`src/rtl/icache_line_responder_pkg.sv`:
```
// ----------------------------------------------------------------------------
// icache_line_responder_pkg
// Shared types and constants for the icache line-fill responder.
//   resp_state_e   : responder FSM states
//   WORD_BITS      : width of one backing-memory word
//   BYTE_OFFSET_BITS : byte-offset bits inside a word
//   line_off_bits(): word-index width inside a line
// ----------------------------------------------------------------------------
package icache_line_responder_pkg;

    localparam int WORD_BITS        = 32;
    localparam int BYTE_OFFSET_BITS = 2;

    typedef enum logic [1:0] {
        ST_IDLE  = 2'd0,
        ST_WAIT  = 2'd1,
        ST_FETCH = 2'd2,
        ST_RESP  = 2'd3
    } resp_state_e;

    function automatic int line_off_bits(input int num_blocks);
        return $clog2(num_blocks);
    endfunction

endpackage

```
`src/rtl/icache_line_responder_if.sv`:
```
// ----------------------------------------------------------------------------
// icache_line_responder_if
// Bundles the cache-side line request handshake and the word-wide backing
// memory port of the responder.
//   master : cache / memory side (drives request and backing read data)
//   slave  : responder side (drives ready, line data and backing reads)
// ----------------------------------------------------------------------------
interface icache_line_responder_if #(
    parameter int NUM_BLOCKS     = 4,
    parameter int BMEM_ADDR_BITS = 16
);
    localparam int LINE_BITS = icache_line_responder_pkg::WORD_BITS * NUM_BLOCKS;

    logic                      mem_req_valid;
    logic                      mem_req_ready;
    logic [31:0]               mem_req_addr;
    logic [LINE_BITS-1:0]      mem_req_rdata;
    logic                      bmem_en;
    logic [BMEM_ADDR_BITS-1:0] bmem_addr;
    logic [31:0]               bmem_rdata;

    modport master (
        output mem_req_valid, mem_req_addr, bmem_rdata,
        input  mem_req_ready, mem_req_rdata, bmem_en, bmem_addr
    );

    modport slave (
        input  mem_req_valid, mem_req_addr, bmem_rdata,
        output mem_req_ready, mem_req_rdata, bmem_en, bmem_addr
    );

endinterface

```
`src/rtl/icache_line_responder_line_fill_buffer.sv`:
```
// ----------------------------------------------------------------------------
// icache_line_responder_line_fill_buffer
// Wide line register; one word slot is written per capture strobe.
//   clk, reset : clock, synchronous active-high reset (clears the line)
//   cap_en     : write cap_data into slot cap_idx at the next edge
//   cap_idx    : word slot index
//   cap_data   : 32-bit word
//   line       : assembled line, slot k at [k*32 +: 32]
// ----------------------------------------------------------------------------
module icache_line_responder_line_fill_buffer
    import icache_line_responder_pkg::*;
#(
    parameter int NUM_BLOCKS = 4,
    localparam int IDX_W     = line_off_bits(NUM_BLOCKS),
    localparam int LINE_BITS = WORD_BITS * NUM_BLOCKS
) (
    input  logic                 clk,
    input  logic                 reset,
    input  logic                 cap_en,
    input  logic [IDX_W-1:0]     cap_idx,
    input  logic [WORD_BITS-1:0] cap_data,
    output logic [LINE_BITS-1:0] line
);

    logic [LINE_BITS-1:0] line_d, line_q;

    always_comb begin
        line_d = line_q;
        for (int k = 0; k < NUM_BLOCKS; k++) begin
            if (cap_en && (cap_idx == k[IDX_W-1:0])) begin
                line_d[k*WORD_BITS +: WORD_BITS] = cap_data;
            end
        end
    end

    always_ff @(posedge clk) begin
        if (reset) line_q <= '0;
        else       line_q <= line_d;
    end

    assign line = line_q;

endmodule

```
`src/rtl/icache_line_responder.sv`:
```
// ----------------------------------------------------------------------------
// icache_line_responder
// Memory-side responder for icache line fills. A request waits LATENCY
// cycles, reads NUM_BLOCKS consecutive words from the backing memory and
// returns the assembled line with a one-cycle ready pulse.
//   clk, reset : clock, synchronous active-high reset
//   bus        : icache_line_responder_if.slave (request + backing port)
//   stat_fills, stat_aborts : saturating event counters, present only when
//                ICACHE_RESP_STATS_EN is defined
//
// state    | meaning
// ST_IDLE  | waiting for a request; base address latched on valid
// ST_WAIT  | latency countdown before the first backing read
// ST_FETCH | issuing backing reads, then the final word capture
// ST_RESP  | ready pulse, line complete; always back to idle
// ----------------------------------------------------------------------------
module icache_line_responder
    import icache_line_responder_pkg::*;
#(
    parameter int BLOCK_SIZE     = 4,
    parameter int NUM_BLOCKS     = 4,
    parameter int LATENCY        = 2,
    parameter int BMEM_ADDR_BITS = 16
) (
    input  logic clk,
    input  logic reset,
    icache_line_responder_if.slave bus
`ifdef ICACHE_RESP_STATS_EN
    ,
    output logic [31:0] stat_fills,
    output logic [31:0] stat_aborts
`endif
);

    localparam int LINE_BITS = 8 * BLOCK_SIZE * NUM_BLOCKS;
    localparam int IDX_W     = line_off_bits(NUM_BLOCKS);
    localparam int OFF_BITS  = IDX_W + BYTE_OFFSET_BITS;
    localparam int LAT_W     = (LATENCY > 0) ? $clog2(LATENCY + 1) : 1;
    localparam logic [BMEM_ADDR_BITS-1:0] OFF_MASK = BMEM_ADDR_BITS'((1 << OFF_BITS) - 1);

    resp_state_e               state_d, state_q;
    logic [BMEM_ADDR_BITS-1:0] base_d, base_q;
    logic [BMEM_ADDR_BITS-1:0] bmem_addr_d, bmem_addr_q;
    logic                      bmem_en_d, bmem_en_q;
    logic                      ready_d, ready_q;
    logic [LAT_W-1:0]          lat_cnt_d, lat_cnt_q;
    logic [IDX_W-1:0]          blk_d, blk_q;
    logic                      cap_en_d, cap_en_q;
    logic [IDX_W-1:0]          cap_idx_d, cap_idx_q;
    logic                      abort;
    logic [LINE_BITS-1:0]      line;

    // Address bits above the backing-memory width do not reach the memory.
    logic unused_addr_hi;
    assign unused_addr_hi = ^bus.mem_req_addr[31:BMEM_ADDR_BITS];

    always_comb begin
        state_d     = state_q;
        base_d      = base_q;
        bmem_addr_d = bmem_addr_q;
        bmem_en_d   = bmem_en_q;
        ready_d     = 1'b0;
        lat_cnt_d   = lat_cnt_q;
        blk_d       = blk_q;
        cap_en_d    = 1'b0;
        cap_idx_d   = cap_idx_q;
        abort       = 1'b0;

        case (state_q)
            ST_IDLE: begin
                bmem_en_d = 1'b0;
                if (bus.mem_req_valid) begin
                    base_d = bus.mem_req_addr[BMEM_ADDR_BITS-1:0] & ~OFF_MASK;
                    blk_d  = '0;
                    if (LATENCY > 0) begin
                        state_d   = ST_WAIT;
                        lat_cnt_d = LAT_W'(LATENCY);
                    end else begin
                        state_d     = ST_FETCH;
                        bmem_en_d   = 1'b1;
                        bmem_addr_d = base_d;
                    end
                end
            end
            ST_WAIT: begin
                if (!bus.mem_req_valid) begin
                    abort   = 1'b1;
                    state_d = ST_IDLE;
                end else if (lat_cnt_q == LAT_W'(1)) begin
                    state_d     = ST_FETCH;
                    bmem_en_d   = 1'b1;
                    bmem_addr_d = base_q;
                end else begin
                    lat_cnt_d = lat_cnt_q - LAT_W'(1);
                end
            end
            ST_FETCH: begin
                if (!bus.mem_req_valid) begin
                    abort     = 1'b1;
                    state_d   = ST_IDLE;
                    bmem_en_d = 1'b0;
                end else if (bmem_en_q) begin
                    // Data for this issue arrives next cycle and is written
                    // into its slot at the end of that cycle.
                    cap_en_d  = 1'b1;
                    cap_idx_d = blk_q;
                    if (blk_q == IDX_W'(NUM_BLOCKS - 1)) begin
                        bmem_en_d = 1'b0;
                    end else begin
                        blk_d       = blk_q + IDX_W'(1);
                        bmem_addr_d = bmem_addr_q + BMEM_ADDR_BITS'(4);
                    end
                end else begin
                    // Last word is being captured this cycle.
                    state_d = ST_RESP;
                    ready_d = 1'b1;
                end
            end
            ST_RESP: begin
                state_d = ST_IDLE;
            end
            default: state_d = ST_IDLE;
        endcase
    end

    always_ff @(posedge clk) begin
        if (reset) begin
            state_q     <= ST_IDLE;
            base_q      <= '0;
            bmem_addr_q <= '0;
            bmem_en_q   <= 1'b0;
            ready_q     <= 1'b0;
            lat_cnt_q   <= '0;
            blk_q       <= '0;
            cap_en_q    <= 1'b0;
            cap_idx_q   <= '0;
        end else begin
            state_q     <= state_d;
            base_q      <= base_d;
            bmem_addr_q <= bmem_addr_d;
            bmem_en_q   <= bmem_en_d;
            ready_q     <= ready_d;
            lat_cnt_q   <= lat_cnt_d;
            blk_q       <= blk_d;
            cap_en_q    <= cap_en_d;
            cap_idx_q   <= cap_idx_d;
        end
    end

    icache_line_responder_line_fill_buffer #(
        .NUM_BLOCKS (NUM_BLOCKS)
    ) u_line_fill_buffer (
        .clk      (clk),
        .reset    (reset),
        .cap_en   (cap_en_q),
        .cap_idx  (cap_idx_q),
        .cap_data (bus.bmem_rdata),
        .line     (line)
    );

    assign bus.mem_req_ready = ready_q;
    assign bus.mem_req_rdata = line;
    assign bus.bmem_en       = bmem_en_q;
    assign bus.bmem_addr     = bmem_addr_q;

`ifdef ICACHE_RESP_STATS_EN
    logic [31:0] stat_fills_d, stat_fills_q;
    logic [31:0] stat_aborts_d, stat_aborts_q;

    always_comb begin
        stat_fills_d  = stat_fills_q;
        stat_aborts_d = stat_aborts_q;
        if (ready_q && (stat_fills_q != '1))  stat_fills_d  = stat_fills_q + 32'd1;
        if (abort && (stat_aborts_q != '1))   stat_aborts_d = stat_aborts_q + 32'd1;
    end

    always_ff @(posedge clk) begin
        if (reset) begin
            stat_fills_q  <= '0;
            stat_aborts_q <= '0;
        end else begin
            stat_fills_q  <= stat_fills_d;
            stat_aborts_q <= stat_aborts_d;
        end
    end

    assign stat_fills  = stat_fills_q;
    assign stat_aborts = stat_aborts_q;
`endif

endmodule

```
`src/flat_wrapper.sv`:
```
// flat-port wrapper written by rule: the top's interface ports become plain ports
module icache_line_responder_flat import icache_line_responder_pkg::*;
#(
    parameter int BLOCK_SIZE     = 4,
    parameter int NUM_BLOCKS     = 4,
    parameter int LATENCY        = 2,
    parameter int BMEM_ADDR_BITS = 16
)
  (clk, reset, bus_mem_req_valid, bus_mem_req_addr, bus_bmem_rdata, bus_mem_req_ready, bus_mem_req_rdata, bus_bmem_en, bus_bmem_addr);
  icache_line_responder_if #(.NUM_BLOCKS(NUM_BLOCKS), .BMEM_ADDR_BITS(BMEM_ADDR_BITS)) bus_i ();
  input  logic clk;
  input  logic reset;
  input wire logic [$bits(bus_i.mem_req_valid)-1:0] bus_mem_req_valid;
  input wire logic [$bits(bus_i.mem_req_addr)-1:0] bus_mem_req_addr;
  input wire logic [$bits(bus_i.bmem_rdata)-1:0] bus_bmem_rdata;
  output wire logic [$bits(bus_i.mem_req_ready)-1:0] bus_mem_req_ready;
  output wire logic [$bits(bus_i.mem_req_rdata)-1:0] bus_mem_req_rdata;
  output wire logic [$bits(bus_i.bmem_en)-1:0] bus_bmem_en;
  output wire logic [$bits(bus_i.bmem_addr)-1:0] bus_bmem_addr;
  assign bus_i.mem_req_valid = bus_mem_req_valid;
  assign bus_i.mem_req_addr = bus_mem_req_addr;
  assign bus_i.bmem_rdata = bus_bmem_rdata;
  assign bus_mem_req_ready = bus_i.mem_req_ready;
  assign bus_mem_req_rdata = bus_i.mem_req_rdata;
  assign bus_bmem_en = bus_i.bmem_en;
  assign bus_bmem_addr = bus_i.bmem_addr;
  icache_line_responder #(.BLOCK_SIZE(BLOCK_SIZE), .NUM_BLOCKS(NUM_BLOCKS), .LATENCY(LATENCY), .BMEM_ADDR_BITS(BMEM_ADDR_BITS)) u_core (.clk(clk), .reset(reset), .bus(bus_i));
endmodule
```
`config.mk`:
```
export PLATFORM = sky130hd
export DESIGN_NAME = icache_line_responder_flat
export DESIGN_NICKNAME = d
export VERILOG_FILES = /design/src/rtl/icache_line_responder_pkg.sv /design/src/rtl/icache_line_responder_if.sv /design/src/rtl/icache_line_responder_line_fill_buffer.sv /design/src/rtl/icache_line_responder.sv /design/src/flat_wrapper.sv
export SDC_FILE = /design/constraint.sdc
export NUM_CORES = 1
export LEC_CHECK = 0
export CAP_MARGIN = 10
export CORE_MARGIN = 2
export CORE_UTILIZATION = 46
export CTS_CLUSTER_DIAMETER = 150
export CTS_CLUSTER_SIZE = 25
export DETAILED_ROUTE_END_ITERATION = 8
export PLACE_DENSITY = 0.8
export SLEW_MARGIN = 30
export SYNTH_ARGS = -nofsm -noshare
export SYNTH_HDL_FRONTEND = slang
export SYNTH_SLANG_ARGS = --single-unit
```
`constraint.sdc`:
```
create_clock -name clk -period 2.4 [get_ports clk]
set_input_delay 0.48 -clock clk [delete_from_list [all_inputs] [get_ports clk]]
set_output_delay 0.48 -clock clk [all_outputs]
set_load 0.05 [all_outputs]
```
# Yosys cells after proc, flatten, opt, wreduce, memory -nomap -nowiden
# Cells that the tools add are included.
dict set report totals {
  word_cells 82
  inputBits 67
  reg_bits 167
  output_inout_bits 146
}
dict set report classes {
  add_sub_neg 3
  n_reduce_logical 18
  muxes 29
  n_eq_ne 17
  n_bitwise 2
}
# operator count
set ops {}
lappend ops {{16-bit two-way mux} 5}
lappend ops {{16-bit one-hot mux with 2 select lines} 1}
lappend ops {{2-bit two-way mux} 12}
lappend ops {{16-bit by 3-bit adder with 16-bit output (second input constant)} 1}
lappend ops {{2-bit == test (second input constant)} 5}
lappend ops {{2-bit inequality test (second input constant)} 5}
lappend ops {{3-bit AND reduction} 3}
lappend ops {{2-bit one-hot mux with 2 select lines} 2}
lappend ops {{2-bit one-hot mux with 4 select lines} 1}
lappend ops {{1-bit two-way mux} 7}
lappend ops {{2-bit by 1-bit == test with 1-bit output (second input constant)} 3}
lappend ops {{6-bit AND reduction} 1}
lappend ops {{2-bit nonzero test} 3}
lappend ops {{5-bit AND reduction} 1}
lappend ops {{1-bit logical AND} 4}
lappend ops {{2-bit logical NOT} 2}
lappend ops {{2-bit by 1-bit inequality test with 1-bit output (second input constant)} 2}
lappend ops {{4-bit AND reduction} 1}
lappend ops {{3-bit by 2-bit inequality test with 1-bit output (second input constant)} 1}
lappend ops {{3-bit inequality test (second input constant)} 1}
lappend ops {{1-bit one-hot mux with 3 select lines} 1}
lappend ops {{3-bit nonzero test} 1}
lappend ops {{3-bit OR reduction} 1}
lappend ops {{2-bit by 1-bit adder with 2-bit output (second input constant)} 1}
lappend ops {{other kinds (3)} 4}

# Longest topological paths before layout
# Gate-level depths: netlist of run 1.
dict set report depth {
  word_depth 5
  ltp_mapped 9
  ltp_nobuf 6
}

# By module
# A second synthesis of run 1 with hierarchy kept.
dict set report unflattened {
  cells_unflattened 692
  area_unflattened_um2 7056.8
}
# mod seq_area_each_um2 area_each_um2 n_inst cells_each
set by_module_without_submodules {}
lappend by_module_without_submodules {icache_line_responder_line_fill_buffer 2562.5 5063.6 1 454}
lappend by_module_without_submodules {icache_line_responder 740.7 1993.2 1 238}

# Worst setup path after synthesis of run 1
# No wires, ideal clock.
dict set report synth_path {
  kind {register to register}
  from {register u_core.bmem_addr_q[2], in the netlist u_core.bus.bmem_addr[2]}
  to {register u_core.bmem_addr_q[12], in the netlist u_core.bus.bmem_addr[12]}
  synth_period_minus_slack_ps 1961
  stages_incl_launch_ff 6
  path_slack_ps 439
  arrival_time_ps 1849
  required_ps 2288
  setup_time_ps 112
  cell_sequence {dfxtp_1 > ha_1 > nand3_2 > nor3_1 > a211oi_1 > a2111oi_1}
}
dict set report synth_via {
  elab_chain_len 5
}
# item line
set synth_lines {}
lappend synth_lines {{start: declaration} icache_line_responder.sv:43} ;# logic [BMEM_ADDR_BITS-1:0] bmem_addr_d, bmem_addr_q;
lappend synth_lines {{start signal: assignment} icache_line_responder.sv:140} ;# bmem_addr_q <= bmem_addr_d;
lappend synth_lines {{16-bit by 3-bit adder with 16-bit output} icache_line_responder.sv:111} ;# bmem_addr_d = bmem_addr_q + BMEM_ADDR_BITS'(4);
lappend synth_lines {{16-bit two-way mux} icache_line_responder.sv:107} ;# if (blk_q == IDX_W'(NUM_BLOCKS - 1)) begin
lappend synth_lines {{16-bit two-way mux} icache_line_responder.sv:102} ;# end else if (bmem_en_q) begin
lappend synth_lines {{16-bit two-way mux} icache_line_responder.sv:98} ;# if (!bus.mem_req_valid) begin
lappend synth_lines {{16-bit one-hot mux with 2 select lines} icache_line_responder.sv:69} ;# case (state_q)
# No other way between the ends. The select of a mux whose other input is x is not followed.
# A chain may end at the register's enable or synchronous reset.

# Worst setup path in the final report of run 1
dict set report layout_path {
  from {register u_core.bmem_addr_q[6], in the netlist u_core.bus.bmem_addr[6]}
  to {output port bus_bmem_addr[6]}
}
# item line
set layout_lines {}
lappend layout_lines {{end: declaration} flat_wrapper.sv:19} ;# output wire logic [$bits(bus_i.bmem_addr)-1:0] bus_bmem_addr;
# No word-level cell between the ends.

==> results of run 1 <==
power by group:
part	total, uW	internal [uW]	switching, uW
Clock	2720	1550	1170
Combinational	321	137	184
Sequential	2780	2760	16.8
synth_stat cells (2+ instances only):
cell / n
dfxtp_1: 165
and2_1: 5
o21ai_0: 4
a311oi_1: 2
nor3_1: 4
o211ai_1: 5
nor2b_1: 9
mux2i_1: 2
inv_1: 6
clkbuf_1: 42
a211oi_1: 2
o21a_1: 2
and4_1: 3
nor2_1: 9
nor4_1: 4
nand2b_1: 11
o31ai_1: 12
buf_2: 15
buf_1: 3
nand3_1: 9
buf_4: 2
o2111ai_1: 2
a21oi_1: 159
nand4_1: 8
a31oi_1: 2
nand2_1: 296
o31a_1: 2
ha_1: 9
state kept, by name, indices dropped and copies added, names as in the netlist:
register and count:
u_core.u_line_fill_buffer.line 128, u_core.bus.bmem_addr 14, u_core.base_q 12, u_core.blk_q 2, u_core.cap_idx_q 2, u_core.lat_cnt_q 2
u_core.state_q 2, u_core.bus.bmem_en 1, u_core.bus.mem_req_ready 1, u_core.cap_en_q 1
final cells by class:
cell class / count / area, um2 / share of cell area [%]
multi-input combinational: 587 / 2860 / 31.5
tap: 180 / 225 / 2.48
sequential: 165 / 3300 / 36.4
clock inverter: 15 / 166 / 1.83
timing repair buffer: 208 / 2070 / 22.8
clock buffer: 17 / 425 / 4.69
inverter: 6 / 22.5 / 0.248
layer usage:
metal	vias up	routed length (um)
li1	3063	-
met5	-	0
met4	0	309
met3	24	1650
met2	213	8830
met1	2906	7800
cell families after synthesis:
| logic type | after synthesis |
|---|---|
| and+or+nand+nor | 372 |
| other | 1 |
| DFF | 165 |
| adders and majority gates | 9 |
| buffers and inverters | 68 |
| AOI/OAI and AO/OA | 202 |
| muxes | 2 |
through the flow:
step | utilization [%] | cell area, um2
floorplan | - | 6440
global placement | 61.6 | 8480
detailed placement | 61.6 | 8480
CTS | 65.9 | 9070
global route | 65.9 | 9070
finish | 65.9 | 9070
how the worst max path moves through the flow:
| stage | from | slack, ps | end | cells past startpoint |
|---|---|---|---|---|
| after global placement | bus_mem_req_valid | 180 | u_core.lat_cnt_q[0] | 5 |
| after floorplan | u_core.bus.bmem_addr[2] | 440 | u_core.bus.bmem_addr[12] | 5 |
| final | u_core.bus.bmem_addr[6] | 120 | bus_bmem_addr[6] | 1 |
| after global routing | u_core.bus.bmem_addr[6] | 50 | bus_bmem_addr[6] | 1 |
| after CTS | u_core.bus.bmem_addr[6] | 110 | bus_bmem_addr[6] | 1 |
| after detailed placement | bus_mem_req_valid | 160 | u_core.lat_cnt_q[0] | 5 |
==> impl_metrics.tcl, run 1 <==
set metrics [dict create \
    cp_data_required_time_ps 1920 \
    chipWidth_um 122 \
    synth-simple-area-share_pct 24.6 \
    dieArea_mm2 0.0149 \
    cts_hold_buffers 0 \
    yosys.area.top_type_share_pct 51.4 \
    slew_headroom_pct 45.8 \
    postCtsSetupBuffers 0 \
    synth_cell_type_count 53 \
    clock_skew_ps 7.31 \
    finalNetCount 1061 \
    synth_edf_count 0 \
    use_met1_pct 31.4 \
    cts_tree "built" \
    synth_seq_cells 165 \
    reg2reg_from "u_core.state_q[0]" \
    crit_family "buffers and inverters" \
    mostFrequentLayoutCells "nand2_1, clkdlybuf4s50_1, dfxtp_1, a21oi_1, clkbuf_16" \
    met2_usage_pct 40.2 \
    r2r-end "u_core.bus.bmem_addr[15]" \
    yosys_most_used_dff "dfxtp_1" \
    cts_resized 0 \
    p_leak_uw 0.00301 \
    fin_crit_sh_pct 94.9 \
    synth_area_leaders "dfxtp_1, nand2_1, a21oi_1" \
    antenna_found_initial 0 \
    drc 0 \
    viasPerCell 5.27 \
    synthXorXnorAreaFrac_pct 0 \
    grt-busiest-layer "met2" \
    synth_adder_area_share_pct 1.75 \
    peakVddDrop_mv 0.442 \
    port_buffers 190 \
    drive_above_1_share_pct 5.71 \
    routed_wl_um 18600 \
    timing.hold.ws_ps 453 \
    r2r_cells 6 \
    gr-usage-all-layers_pct 25.1 \
    wl_per_cell_um 15.8 \
    tightest_slew_ps 814 \
    core_mm2 0.0138 \
    hp-class "reg -> reg" \
    h-tree-depth 4 \
    ios 213 \
    max_stage_delay_ps 860 \
    crit_path_end_kind "primary output" \
    areaGrowthSynthToFinish_pct 41.1 \
    syn_area_mm2 0.00643 \
    die_height_um 122 \
    place.gp.congestion 0.858 \
    tns_ps 0 \
    hold_viol 0 \
    nFillCells 1191 \
    final_common_cell "nand2_1" \
    grt_pass1_vias 5751 \
    hold_depth 2 \
    cts_root_buffer "clkbuf_16" \
    core.rowCount 43 \
    grt_pass1_wl_um 29500 \
    dp_cells 1146 \
    synth-async-reset-ratio_pct 0 \
    synth_top_family_by_area "simple AND/OR/NAND/NOR gates" \
    synth_cells 819 \
    rrSetupSlack_ps 330 \
    min_period_ps 2280 \
    met3_usage_pct 9.39 \
    drt_pass1_iterations 8 \
    seq_area_frac_synth_pct 51.4 \
    dpl.hpwl_um 12300 \
    crit_arrival_ps 1800 \
    report.final.slew_viol_count 0 \
    path_class "reg -> out" \
    path_clk_slew_ps 60 \
    place_ws_ps 157 \
    synth-compound-area-share_pct 17.5 \
    antenna_cells 0 \
    synth_top_area_cell "dfxtp_1" \
    power_uw 5820 \
    num_vias 6206 \
    hold_end "u_core.u_line_fill_buffer.line[29]" \
    power_density_mw_per_mm2 642 \
    final_cells 1178 \
    worst-path-buf-inv 1 \
    insertion_delay_ps 430 \
    cp_cell_sequence "clkdlybuf4s50_1" \
    grt_max_degree 63 \
    start_util_pct 46.7 \
    clock_path_buffers 2 \
    ant_nets 0 \
    max_freq_ghz 0.439 \
    path_max_fanout 10 \
    rsz0062_at_grt "false" \
    status "finished clean" \
    slowest_stage "clkdlybuf4s50_1" \
    overflow 0 \
    synth.area.mux_share_pct 0.311 \
    drv_cap 0 \
    finalSetupViolCount 0 \
    synth_warnings 0 \
    startpoint_type "flop" \
    worst_slack_ps 123 \
    cts_num_sinks 165 \
    cts_buffers 17 \
    min_from "u_core.u_line_fill_buffer.line[29]" \
    drt_iter0_drc 336 \
    synth.avg_cell_area_um2 7.85 \
]
Power figures use the tool's default switching activity.
==> inputs of run 2 (changes only) <==
--- a/config.mk
+++ b/config.mk
@@ -12,6 +12,7 @@
 export CTS_CLUSTER_SIZE = 25
 export DETAILED_ROUTE_END_ITERATION = 8
 export PLACE_DENSITY = 0.8
+export RECOVER_POWER = 25
 export SLEW_MARGIN = 30
 export SYNTH_ARGS = -nofsm -noshare
 export SYNTH_HDL_FRONTEND = slang
==> run 2 against run 1 <==
Net effect: global-route usage is the same; clock power hardly changed; wire length down 0.43%; final area fell by 0.23%.
==> impl_metrics.tcl, run 2 (synthesis gave the netlist of run 1 again) <==
set metrics [dict create \
    chipWidth_um 122 \
    largest_register_ffs 128 \
    areaGrowthSynthToFinish_pct 40.7 \
    crit_path_end_kind "primary output" \
    cts_hold_buffers 0 \
    routed_wl_um 18500 \
    power_uw 5820 \
    status "finished clean" \
    grt_pass1_vias 5751 \
    fin_crit_sh_pct 94.5 \
    antenna_cells 0 \
    mostFrequentLayoutCells "nand2_1, clkdlybuf4s50_1, dfxtp_1, a21oi_1, clkbuf_16" \
    startpoint_type "flop" \
    insertion_delay_ps 430 \
    peakVddDrop_mv 0.445 \
    rsz0062_at_grt "false" \
    drive_above_1_share_pct 5.51 \
    dpl.hpwl_um 12300 \
    cts_num_sinks 165 \
    viasPerCell 5.24 \
    drt_iter0_drc 341 \
    final_core_util_pct 65.7 \
    cp_data_required_time_ps 1920 \
    power_density_mw_per_mm2 642 \
    final_common_cell "nand2_1" \
    h-tree-depth 4 \
    dieArea_mm2 0.0149 \
    report.final.slew_viol_count 0 \
    hold_viol 0 \
    drt_pass1_iterations 5 \
    ios 213 \
    core_mm2 0.0138 \
    worst-path-buf-inv 1 \
    clock_skew_ps 9.96 \
    drc 0 \
    place_ws_ps 157 \
    timing.hold.ws_ps 453 \
    crit_arrival_ps 1790 \
    worst_slack_ps 132 \
    die_height_um 122 \
    grt_max_degree 63 \
    port_buffers 190 \
    ant_nets 0 \
    slowest_stage "clkdlybuf4s50_1" \
    antenna_found_initial 0 \
    cts_root_buffer "clkbuf_16" \
    min_period_ps 2270 \
    start_util_pct 46.7 \
    cts_buffers 17 \
    finalNetCount 1061 \
    hp-class "reg -> reg" \
    cp_cell_sequence "clkdlybuf4s50_1" \
    wl_per_cell_um 15.7 \
    tns_ps 0 \
    p_leak_uw 0.00300 \
    core.rowCount 43 \
    cts_tree "built" \
    grt_pass1_wl_um 29500 \
    slew_headroom_pct 17.1 \
    postCtsSetupBuffers 0 \
    place.gp.congestion 0.858 \
    crit_family "buffers and inverters" \
    path_class "reg -> out" \
    max_freq_ghz 0.441 \
    finalSetupViolCount 0 \
    overflow 0 \
    path_clk_slew_ps 60 \
    drv_cap 0 \
    clock_path_buffers 2 \
    num_vias 6177 \
    max_stage_delay_ps 860 \
    gr-usage-all-layers_pct 25.1 \
    tightest_slew_ps 1240 \
    path_max_fanout 10 \
    cts_resized 0 \
]
-- run 2: worst paths after layout --
kind	from	cells after the start	end	slack (ps)
setup / recovery	u_core.bus.bmem_addr[6]	1	bus_bmem_addr[6]	130
hold / removal	u_core.u_line_fill_buffer.line[29]	2	u_core.u_line_fill_buffer.line[29]	450
setup reg to reg	u_core.state_q[0]	6	u_core.bus.bmem_addr[15]	330
hold reg to reg	u_core.u_line_fill_buffer.line[29]	2	u_core.u_line_fill_buffer.line[29]	450
-- run 2: final cells by class --
class,count,area (um2)
clock buffer,17,425
clock inverter,15,166
fill,1196,4720
inverter,6,22.5
multi-input combinational,587,2860
sequential,165,3300
tap,180,225
timing repair buffer,208,2050
-- run 2: report_power, final --
group	internal [uW]	switching, uW
sequential	2760	16.6
combinational	136	183
clock	1560	1160
total	4450	1360
-- run 2: layer usage --
| layer | GRT usage [%] | up-vias | wire (um) |
|---|---|---|---|
| met5 | 0 | - | 0 |
| met4 | 7.83 | 0 | 269 |
| met3 | 9.39 | 23 | 1570 |
| met2 | 40.2 | 194 | 8840 |
| met1 | 31.4 | 2892 | 7850 |
| li1 | - | 3068 | - |
-- run 2: through the flow --
stage | cells | cell area, um2
finish | 1178 | 9050
global route | 1178 | 9050
CTS | 1178 | 9070
detailed placement | 1146 | 8480
global placement | 1146 | 8480
floorplan | 820 | 6440
